$ cat src/rtl/mem_arbiter_ctrl.sv
// Two-requester RAM arbiter: dcache priority, bounded icache starvation, ERROR retry.
// Ports: CLK/nRST, icache (iREN/iaddr/iwait/iload), dcache (dREN/dWEN/daddr/dstore/dwait/dload),
//        RAM side (ramREN/ramWEN/ramaddr/ramstore/ramload/ramstate), err_count.

package mem_arbiter_pkg;
    typedef enum logic [1:0] {
        FREE   = 2'd0,
        BUSY   = 2'd1,
        ACCESS = 2'd2,
        ERROR  = 2'd3
    } ramstate_t;
endpackage

module mem_arbiter_ctrl
    import mem_arbiter_pkg::*;
#(
    parameter int STARVE_LIMIT = 4,
    parameter int ERRW         = 8
) (
    input  logic            CLK,
    input  logic            nRST,
    input  logic            iREN,
    input  logic [31:0]     iaddr,
    output logic            iwait,
    output logic [31:0]     iload,
    input  logic            dREN,
    input  logic            dWEN,
    input  logic [31:0]     daddr,
    input  logic [31:0]     dstore,
    output logic            dwait,
    output logic [31:0]     dload,
    output logic            ramREN,
    output logic            ramWEN,
    output logic [31:0]     ramaddr,
    output logic [31:0]     ramstore,
    input  logic [31:0]     ramload,
    input  ramstate_t       ramstate,
    output logic [ERRW-1:0] err_count
);

    typedef enum logic [1:0] {
        IDLE  = 2'd0,
        GRANT = 2'd1,
        RETRY = 2'd2
    } state_t;

    typedef enum logic {
        OWN_I = 1'b0,
        OWN_D = 1'b1
    } owner_t;

    localparam logic [3:0] LIM = 4'(STARVE_LIMIT);

    state_t          state_q, state_d;
    owner_t          owner_q, owner_d;
    logic [3:0]      starve_q, starve_d;
    logic [ERRW-1:0] err_q, err_d;

    logic d_req;
    logic own_act;
    logic own_rd;

    assign err_count = err_q;

    always_comb begin
        state_d  = state_q;
        owner_d  = owner_q;
        starve_d = starve_q;
        err_d    = err_q;
        ramREN   = 1'b0;
        ramWEN   = 1'b0;
        ramaddr  = '0;
        ramstore = '0;
        iwait    = 1'b1;
        dwait    = 1'b1;
        iload    = '0;
        dload    = '0;
        d_req    = dREN | dWEN;
        own_act  = 1'b0;
        own_rd   = 1'b0;

        unique case (state_q)
            IDLE: begin
                // D wins unless I has already waited out STARVE_LIMIT D grants
                if (d_req && !(iREN && starve_q == LIM)) begin
                    owner_d  = OWN_D;
                    starve_d = iREN ? starve_q + 4'd1 : 4'd0;
                    state_d  = GRANT;
                end else if (iREN) begin
                    owner_d  = OWN_I;
                    starve_d = 4'd0;
                    state_d  = GRANT;
                end
            end
            GRANT: begin
                if (owner_q == OWN_I) begin
                    ramREN  = iREN;
                    ramaddr = iaddr;
                    own_act = iREN;
                    own_rd  = iREN;
                end else begin
                    // write wins when both enables are set
                    ramWEN   = dWEN;
                    ramREN   = dREN & ~dWEN;
                    ramaddr  = daddr;
                    ramstore = dstore;
                    own_act  = d_req;
                    own_rd   = dREN & ~dWEN;
                end
                if (!own_act) begin
                    // owner withdrew before completion: abort quietly
                    state_d = IDLE;
                end else if (ramstate == ACCESS) begin
                    state_d = IDLE;
                    if (owner_q == OWN_I) begin
                        iwait = 1'b0;
                        iload = own_rd ? ramload : '0;
                    end else begin
                        dwait = 1'b0;
                        dload = own_rd ? ramload : '0;
                    end
                end else if (ramstate == ERROR) begin
                    if (err_q != '1) begin
                        err_d = err_q + ERRW'(1);
                    end
                    state_d = RETRY;
                end
            end
            RETRY: begin
                state_d = GRANT;
            end
            default: begin
                state_d = IDLE;
            end
        endcase
    end

    always_ff @(posedge CLK or negedge nRST) begin
        if (!nRST) begin
            state_q  <= IDLE;
            owner_q  <= OWN_D;
            starve_q <= 4'd0;
            err_q    <= '0;
        end else begin
            state_q  <= state_d;
            owner_q  <= owner_d;
            starve_q <= starve_d;
            err_q    <= err_d;
        end
    end

endmodule

$ cat config.mk
export PLATFORM = sky130hd
export DESIGN_NAME = mem_arbiter_ctrl
export DESIGN_NICKNAME = d
export VERILOG_FILES = /design/src/rtl/mem_arbiter_ctrl.sv
export SDC_FILE = /design/constraint.sdc
export NUM_CORES = 1
export LEC_CHECK = 0
export BUFFER_PORTS_ARGS = -buffer_cell sky130_fd_sc_hd__buf_4
export CAP_MARGIN = 10
export CORE_AREA = 3 3 106 108
export DETAILED_ROUTE_END_ITERATION = 10
export DIE_AREA = 0 0 109 111
export GPL_TIMING_DRIVEN = 0
export HOLD_SLACK_MARGIN = 0.03
export PLACE_DENSITY_LB_ADDON = 0.12
export RECOVER_POWER = 100
export SYNTH_ARGS = -nofsm -noshare
export SYNTH_HDL_FRONTEND = slang
export SYNTH_SLANG_ARGS = --single-unit
$ cat constraint.sdc
create_clock -name CLK -period 3.2 [get_ports CLK]
set_clock_uncertainty 0.15 [all_clocks]
set_input_delay 0.48 -clock CLK [delete_from_list [all_inputs] [get_ports CLK]]
set_output_delay 0.48 -clock CLK [all_outputs]
set_load 0.05 [all_outputs]
After elaboration in Yosys (flattened, before gate mapping)
Index checks and enable logic that the tools add are counted.

Add/subtract/negate cells: 2. Equality and inequality tests: 8. Muxes and demuxes: 39. Bitwise gates (word level): 4. Reductions and logical operators: 8.

Operators with widths (number): $mux 32 (13); $mux 1 (17); $mux 4 (3); $mux 2 (5); $add 8x1->8 const B (1); $ne 8x8->1 const B (1); $eq 2x2->1 const B (3); $pmux 2 s3 (1); $reduce_and 5->1 (1); $add 4x1->4 const B (1); $eq 4x3->1 const B (1); $ne 4x4->1 const B (1); $reduce_and 2->1 (2); $ne 3x3->1 const B (1); $eq 2x1->1 const B (1); $logic_and 1x1->1 (2); $logic_not 2->1 (1); $not 1->1 (2); $reduce_bool 2->1 (1); $and 1x1->1 (1); $logic_not 1->1 (1); $or 1x1->1 (1).

Bits in registers: 15. Input port bits: 135. Output and inout port bits: 140. Logic and storage cells: 65.

Depth between registers and ports, before layout
Gate-level depths: netlist of the first run.

Word-level depth: 9. Gate-level depth with buffers: 7. Depth with buffers taken out: 6.

Worst setup path after synthesis of the first run
Ideal clock, no wire load.

Path kind: flip-flop to output port. Start: register owner_q. End: output ramaddr[24]. Data arrival time: 2.238 ns. Data required time: 2.570 ns. Slack: 0.332 ns. Cell stages (with the launch flop): 6. Buffers on the path: 3. Path through: dfstp_2 > clkbuf_1 > buf_1 > clkbuf_1 > mux2i_1 > nor2_1.

Longest elaborated chain between the ends: 2.

RTL lines: from (decl) (line 55) `owner_t owner_q, owner_d;`; from (signal assigned) (line 146) `owner_q <= owner_d;`; $mux 32 (line 96) `if (owner_q == OWN_I) begin`; $mux 32 (line 82) `unique case (state_q)`; to (decl) (line 34) `output logic [31:0] ramaddr,`.

Every way passes these cells.

Worst setup path in the final report of the first run
Start: register owner_q. End: output ramaddr[11].

The elaborated chain is that of the path after synthesis.

==> results of run 1 <==
==> timing repair <==
item / in CTS / in global routing
hold buffers: 1 / 0
gates cloned: 0 / 0
gates resized for setup: 2 / 1
setup endpoints to repair: 36 / 5
hold endpoints to repair: 14 / 0
==> registers in the layout, indices dropped and copies added, names as in the netlist <==
| register | cells |
|---|---|
| owner_q | 1 |
| starve_q | 4 |
| err_count | 8 |
| state_q | 2 |
==> layout make-up <==
cell class / count / area [sq um] / share of cell area [%]
clock buffers: 3 / 41.3 / 1.04
clock inverters: 1 / 5.00 / 0.126
inverters: 7 / 26.3 / 0.660
multi-input cells: 226 / 1470 / 36.8
plain buffers: 22 / 92.6 / 2.33
flip-flops and latches: 15 / 377 / 9.46
well taps: 136 / 170 / 4.27
repair buffers: 275 / 1800 / 45.3
==> per-stage QoR <==
step	instance area, sq um	instances
after floorplan	1990	270
after global placement	4220	680
after detailed placement	4220	680
after CTS	4280	685
after global routing	3980	685
final	3980	685
==> placed cells by master, fill, tap and decap left out, types with 2 or more instances in the layout <==
cell,count
o21ai_0,3
nor3_1,2
clkbuf_1,37
nand3_1,4
or3_1,2
clkbuf_2,67
a31oi_1,2
dfrtp_1,14
and3_1,34
and2_0,7
buf_4,153
ha_1,3
nor3b_1,2
mux2_1,2
xor2_1,5
and2_1,57
buf_2,13
clkbuf_8,3
mux2i_1,33
nand2_1,9
inv_1,7
a21oi_1,5
nor2_1,41
clkbuf_4,25
==> logic make-up after synthesis <==
group                      count (synthesis)  share of synthesized area, %
AOI/OAI and AO/OA                         15                          5.66
xor gates and xnor gates                   5                          2.20
adders and majority gates                  3                          1.89
buffers and inverters                     29                          6.22
DFF                                       15                          18.9
muxes                                     35                          17.7
and+or+nand+nor                          168                          47.4
==> power by group through the flow <==
| stage | Clock, mW | Sequential (mW) | Combinational [mW] |
|---|---|---|---|
| global placement | 0 | 0.308 | 2.74 |
| detailed placement | 0 | 0.311 | 2.76 |
| global route | 0.178 | 0.319 | 2.68 |
| floorplan | 0 | 0.394 | 1.77 |
| finish | 0.157 | 0.307 | 2.53 |
| CTS | 0.162 | 0.308 | 2.77 |
==> path summary, 6_finish.rpt <==
| kind | startpoint | end | slack, ns | cells after the start |
|---|---|---|---|---|
| max in group asynchronous | nRST | starve_q[3]$_DFFE_PN0P_ | 1.69 | 2 |
| setup reg to reg | owner_q$_DFFE_PN1P_ | err_count[7]$_DFFE_PN0P_ | 0.47 | 6 |
| setup / recovery | owner_q$_DFFE_PN1P_ | ramaddr[11] | 0.23 | 5 |
| hold / removal | starve_q[2]$_DFFE_PN0P_ | starve_q[2]$_DFFE_PN0P_ | 0.35 | 1 |
| min in group asynchronous | nRST | err_count[4]$_DFFE_PN0P_ | 0.69 | 2 |
| hold reg to reg | starve_q[2]$_DFFE_PN0P_ | starve_q[2]$_DFFE_PN0P_ | 0.35 | 1 |
==> worst register-to-register path, cell delays in order, from the launching register on <==
cell and delay (ns):
dfstp_2 0.51, clkbuf_1 0.26, nor2_1 0.08, or4_2 0.61, clkbuf_1 0.19, a2111oi_0 0.45
mux2_1 0.37
==> layer usage <==
| metal | share of wire (%) | up-vias | global-route usage, % |
|---|---|---|---|
| met5 | 0.059 | - | 0 |
| met4 | 2.5 | 2 | 5.22 |
| met3 | 10 | 20 | 6.17 |
| met2 | 49 | 132 | 31.2 |
| met1 | 39 | 1298 | 20.9 |
| li1 | - | 1466 | - |
==> flow_metrics.env, run 1 <==
export IMPL_worst_slew_margin_rel_pct=43.7
export IMPL_routed_wl_microns=11800
export IMPL_ys_flop_type="dfrtp_1"
export IMPL_ys_top_cells_by_count="64 x and2_1, 41 x nor2_1, 34 x and3_1"
export IMPL_post_place_ws_ns=0.213
export IMPL_setup_slack_ns=0.232
export IMPL_seq_area_frac_synth_pct=18.9
export IMPL_grt_pass1_wl_microns=16800
export IMPL_ctsLongestPathBuffers=2
export IMPL_grt_max_degree=16
export IMPL_outcome="finished, final reports clean"
export IMPL_n_fill_cell=1145
export IMPL_gr_total_overflow=0
export IMPL_power_density_nw_per_um2=753
export IMPL_synth_top_area_share_pct=20.1
export IMPL_p_total_mw=3.00
export IMPL_num_vias=2918
export IMPL_synth_most_common_cell="and2_1"
export IMPL_path_cells="clkbuf_1, clkbuf_1, mux2i_1, nor2_1, clkbuf_2"
export IMPL_p_sw_share_pct=67.0
export IMPL_ys_types=35
export IMPL_hp_class="reg2reg"
export IMPL_die_w_microns=109
export IMPL_synth_area_top_cells="and2_1 20%, dfrtp_1 18%, mux2i_1 17%"
export IMPL_slew_viol_final=0
export IMPL_cts_made_buffers=3
export IMPL_async_flop_share_pct=100
export IMPL_initial_core_util_pct=19.3
export IMPL_peakVddDrop_mv=0.519
export IMPL_drc=0
export IMPL_fin_tns_setup_ns=0
export IMPL_crit_required_ns=2.57
export IMPL_layout_worst_path_cycle_share_pct=92.8
export IMPL_hold_ws_ns=0.354
export IMPL_rsz0062_at_grt="false"
export IMPL_crit_path_max_fanout=10
export IMPL_p_int_mw=0.990
export IMPL_clock_power_share_pct=5.3
export IMPL_diodes=0
export IMPL_die_h_microns=111
export IMPL_cpLargestDelayFamily="buffers and inverters"
export IMPL_path_buf_inv=3
export IMPL_via_per_inst=4.26
export IMPL_netlist_area_sq_um=1990
export IMPL_port_buffers=274
export IMPL_timing_critical_path_arrival_ns=2.34
export IMPL_crit_path_start_kind="flip-flop"
export IMPL_worst_pin_slew_ns=0.845
export IMPL_power_frac_comb_pct=84.5
export IMPL_die_area_sq_um=12100
export IMPL_grt_antenna_before_repair=1
export IMPL_ys_ff_latch=15
export IMPL_wl_per_cell_microns=17.3
export IMPL_crit_type="reg2out"
export IMPL_fp_coreArea_sq_um=10300
export IMPL_rows=37
export IMPL_syn_nets=408
export IMPL_seq_power_share_pct=10.2
export IMPL_leakagePower_nw=2.34
export IMPL_cts_root_buf="clkbuf_8"
export IMPL_synthToLayoutAreaGrowth_pct=100
export IMPL_cts_tree="done"
export IMPL_post_route_min_period_ns=2.97
export IMPL_synth_edf_count=0
export IMPL_setup_violations=0
export IMPL_drive_gt1_share_pct=48.5
export IMPL_crit_slowest_cell="clkbuf_1"
export IMPL_drt_iter0_drc=89
export IMPL_fin_nets=688
export IMPL_cts_setup_buffers=0
export IMPL_grt_usage_pct=18.1
export IMPL_synthCells=270
export IMPL_utilization_pct=38.6
export IMPL_clock_latency_ns=0.25
export IMPL_clk_pin_slew_ns=0.06
export IMPL_critPathCaptureType="output port"
export IMPL_clock_fmax_mhz=337
export IMPL_syn_area_per_cell_sq_um=7.37
export IMPL_ys_warn_count=0
export IMPL_htree_levels=1
export IMPL_dp_hpwl_microns=10500
export IMPL_p_sw_mw=2.01
export IMPL_ant_nets=0
export IMPL_firstDrtPassIters=4
export IMPL_finalWeightedCongestion=0.855
export IMPL_maxCapViolations=0
export IMPL_finalHoldViolations=0
export IMPL_grt_pass1_vias=2839
export IMPL_crit_top_cell="clkbuf_1"
export IMPL_numClockSinks=15
export IMPL_critical_path_max_stage_delay_ns=0.63
export IMPL_synth_largest_area_cell="and2_1"
export IMPL_ios=275
Power figures use the tool's default switching activity.
==> run 2: changes to the inputs <==
--- a/config.mk
+++ b/config.mk
@@ -5,12 +5,13 @@
 export SDC_FILE = /design/constraint.sdc
 export NUM_CORES = 1
 export LEC_CHECK = 0
+export ABC_AREA = 1
 export BUFFER_PORTS_ARGS = -buffer_cell sky130_fd_sc_hd__buf_4
 export CAP_MARGIN = 10
 export CORE_AREA = 3 3 106 108
 export DETAILED_ROUTE_END_ITERATION = 10
 export DIE_AREA = 0 0 109 111
-export GPL_TIMING_DRIVEN = 0
+export GPL_TIMING_DRIVEN = 1
 export HOLD_SLACK_MARGIN = 0.03
 export PLACE_DENSITY_LB_ADDON = 0.12
 export RECOVER_POWER = 100
==> run 2 against run 1 <==
Net effect:
- register-to-register slack gained 0.68 ns
- sequential cell count is the same
- highest routed layer unchanged
- critical endpoint is now iload[0]
- clock power shrank 4%
- largest cell class unchanged
==> flow_metrics.env, run 2 <==
export IMPL_hold_path_depth=2
export IMPL_crit_required_ns=2.57
export IMPL_post_route_min_period_ns=2.98
export IMPL_port_buffers=274
export IMPL_die_w_microns=109
export IMPL_cts_setup_buffers=0
export IMPL_ys_warn_count=0
export IMPL_crit_type="reg2out"
export IMPL_crit_path_start_kind="flip-flop"
export IMPL_async_flop_share_pct=100
export IMPL_syn_nets=483
export IMPL_grt_usage_pct=16.9
export IMPL_rsz0062_at_grt="false"
export IMPL_crit_slowest_cell="dfstp_2"
export IMPL_top_layer_used="met5"
export IMPL_drt_iter0_drc=227
export IMPL_die_h_microns=111
export IMPL_layout_worst_path_cycle_share_pct=93.1
export IMPL_num_vias=3295
export IMPL_ys_ff_latch=15
export IMPL_synth_most_common_cell="nand2_1"
export IMPL_power_density_nw_per_um2=863
export IMPL_clk_pin_slew_ns=0.06
export IMPL_htree_levels=1
export IMPL_clock_latency_ns=0.25
export IMPL_grt_max_degree=36
export IMPL_most_common_layout_cells="141 x buf_4, 96 x clkbuf_2, 79 x nand2_1"
export IMPL_multiInputGateArea_sq_um=1570
export IMPL_leakagePower_nw=2.20
export IMPL_routed_wl_microns=11300
export IMPL_synth_edf_count=0
export IMPL_synth_area_top_cells="nor3_2 18%, dfrtp_1 15%, nand2_1 13%"
export IMPL_path_cells="buf_4, o21ai_1, nand2_2, clkbuf_2, nor3_1, clkbuf_2"
export IMPL_die_area_sq_um=12100
export IMPL_gr_total_overflow=0
export IMPL_crit_top_cell="clkbuf_2"
export IMPL_reg2reg_depth=7
export IMPL_worst_slew_margin_rel_pct=44.9
export IMPL_wl_per_cell_microns=15.3
export IMPL_ys_types=32
export IMPL_via_per_inst=4.45
export IMPL_grt_antenna_before_repair=1
export IMPL_critical_path_max_stage_delay_ns=0.72
export IMPL_finalWeightedCongestion=0.824
export IMPL_hp_class="in2reg"
export IMPL_fin_area_sq_um=4040
export IMPL_fin_nets=744
export IMPL_diodes=0
export IMPL_timing_critical_path_arrival_ns=2.35
export IMPL_crit_path_max_fanout=22
export IMPL_rows=37
export IMPL_ant_nets=0
export IMPL_fin_tns_setup_ns=0
export IMPL_cts_root_buf="clkbuf_8"
export IMPL_maxCapViolations=0
export IMPL_final_common_cell="buf_4"
export IMPL_ys_flop_type="dfrtp_1"
export IMPL_cts_made_buffers=3
export IMPL_firstDrtPassIters=6
export IMPL_ios=275
export IMPL_outcome="finished, final reports clean"
export IMPL_grt_pass1_vias=3093
export IMPL_met2_length_microns=5970
export IMPL_synth_top_area_share_pct=18.2
export IMPL_clock_fmax_mhz=336
export IMPL_n_fill_cell=1196
export IMPL_ys_top_cells_by_count="79 x nand2_1, 63 x nor2_1, 42 x nor3_2"
export IMPL_synthCells=345
export IMPL_grt_pass1_wl_microns=16600
export IMPL_syn_area_per_cell_sq_um=6.69
export IMPL_critPathCaptureType="output port"
export IMPL_area_sequential_sq_um=377
export IMPL_met1_length_microns=4180
export IMPL_numClockSinks=15
export IMPL_finalHoldViolations=0
export IMPL_met3_length_microns=955
export IMPL_drive_gt1_share_pct=49.3
export IMPL_synthToLayoutAreaGrowth_pct=75.2
export IMPL_largest_register_ffs=8
export IMPL_peakVddDrop_mv=0.382
export IMPL_fp_coreArea_sq_um=10300
export IMPL_ctsLongestPathBuffers=2
export IMPL_cts_tree="done"
export IMPL_drc=0
export IMPL_slew_viol_final=0
export IMPL_post_cts_resized=0
export IMPL_netlist_area_sq_um=2310
export IMPL_initial_core_util_pct=22.3
export IMPL_setup_violations=0
export IMPL_placed_cell_area_sq_um=4400
export IMPL_synth_largest_area_cell="nor3_2"
export IMPL_dp_hpwl_microns=9290
export IMPL_ctsHoldBuffers=1
export IMPL_worst_pin_slew_ns=0.826
export IMPL_seq_area_frac_synth_pct=16.3
-- run 2: path summary, 6_finish.rpt --
| path | startpoint | to | slack (ns) |
|---|---|---|---|
| setup / recovery | owner_q$_DFFE_PN1P_ | iload[0] | 0.22 |
| hold / removal | ramstate[1] | state_q[0]$_DFFE_PN0P_ | 0.29 |
| setup reg to reg | state_q[1]$_DFFE_PN0P_ | err_count[0]$_DFFE_PN0P_ | 1.15 |
| hold reg to reg | state_q[0]$_DFFE_PN0P_ | state_q[0]$_DFFE_PN0P_ | 0.33 |
| max in group asynchronous | nRST | starve_q[3]$_DFFE_PN0P_ | 1.70 |
| min in group asynchronous | nRST | err_count[4]$_DFFE_PN0P_ | 0.69 |
-- run 2: kinds of logic after synthesis --
logic type,count (synthesis),share of synthesized area (%)
compound gates,42,14.5
xor+xnor,5,1.90
fa+ha+maj,3,1.63
buf+inv,66,14.6
flops,15,16.3
simple gates,214,51.1
-- run 2: metrics by stage --
step	total power [mW]	worst slack, ns	cells	hold WS (ns)	utilization, %
3_5_place_dp	3.65	0.556	736	0.198	42.6
5_1_grt	3.70	0.0750	741	0.311	39.1
4_1_cts	3.81	0.295	741	0.294	43.2
2_1_floorplan	2.75	0.468	345	0.0344	-
6_report	3.49	0.219	741	0.290	39.1
3_3_place_gp	3.62	0.636	736	0.198	42.6
-- run 2: worst max-delay path, delay by kind of cell, from the launching register on --
kind,cells,cell delay (ns)
simple gates,2,0.21
flops,1,0.72
compound gates,1,0.11
buf+inv,3,1.05
-- run 2: where the power goes --
part           switching [mW]  internal (mW)
sequential             0.0842          0.249
combinational            2.33          0.678
clock                  0.0641         0.0861
-- run 2: per-layer routing --
layer,vias up,GRT usage (%)
li1,1636,-
met1,1501,18.8
met2,141,32.3
met3,15,3.49
met4,2,3.11
met5,-,0
-- run 2: final cells by class --
type,count,share of cell area (%)
Timing Repair Buffer,281,42.5
Multi-Input combinational cell,264,38.9
Sequential cell,15,9.32
Tap cell,136,4.21
Inverter,41,3.90
Clock buffer,3,1.02
Clock inverter,1,0.124
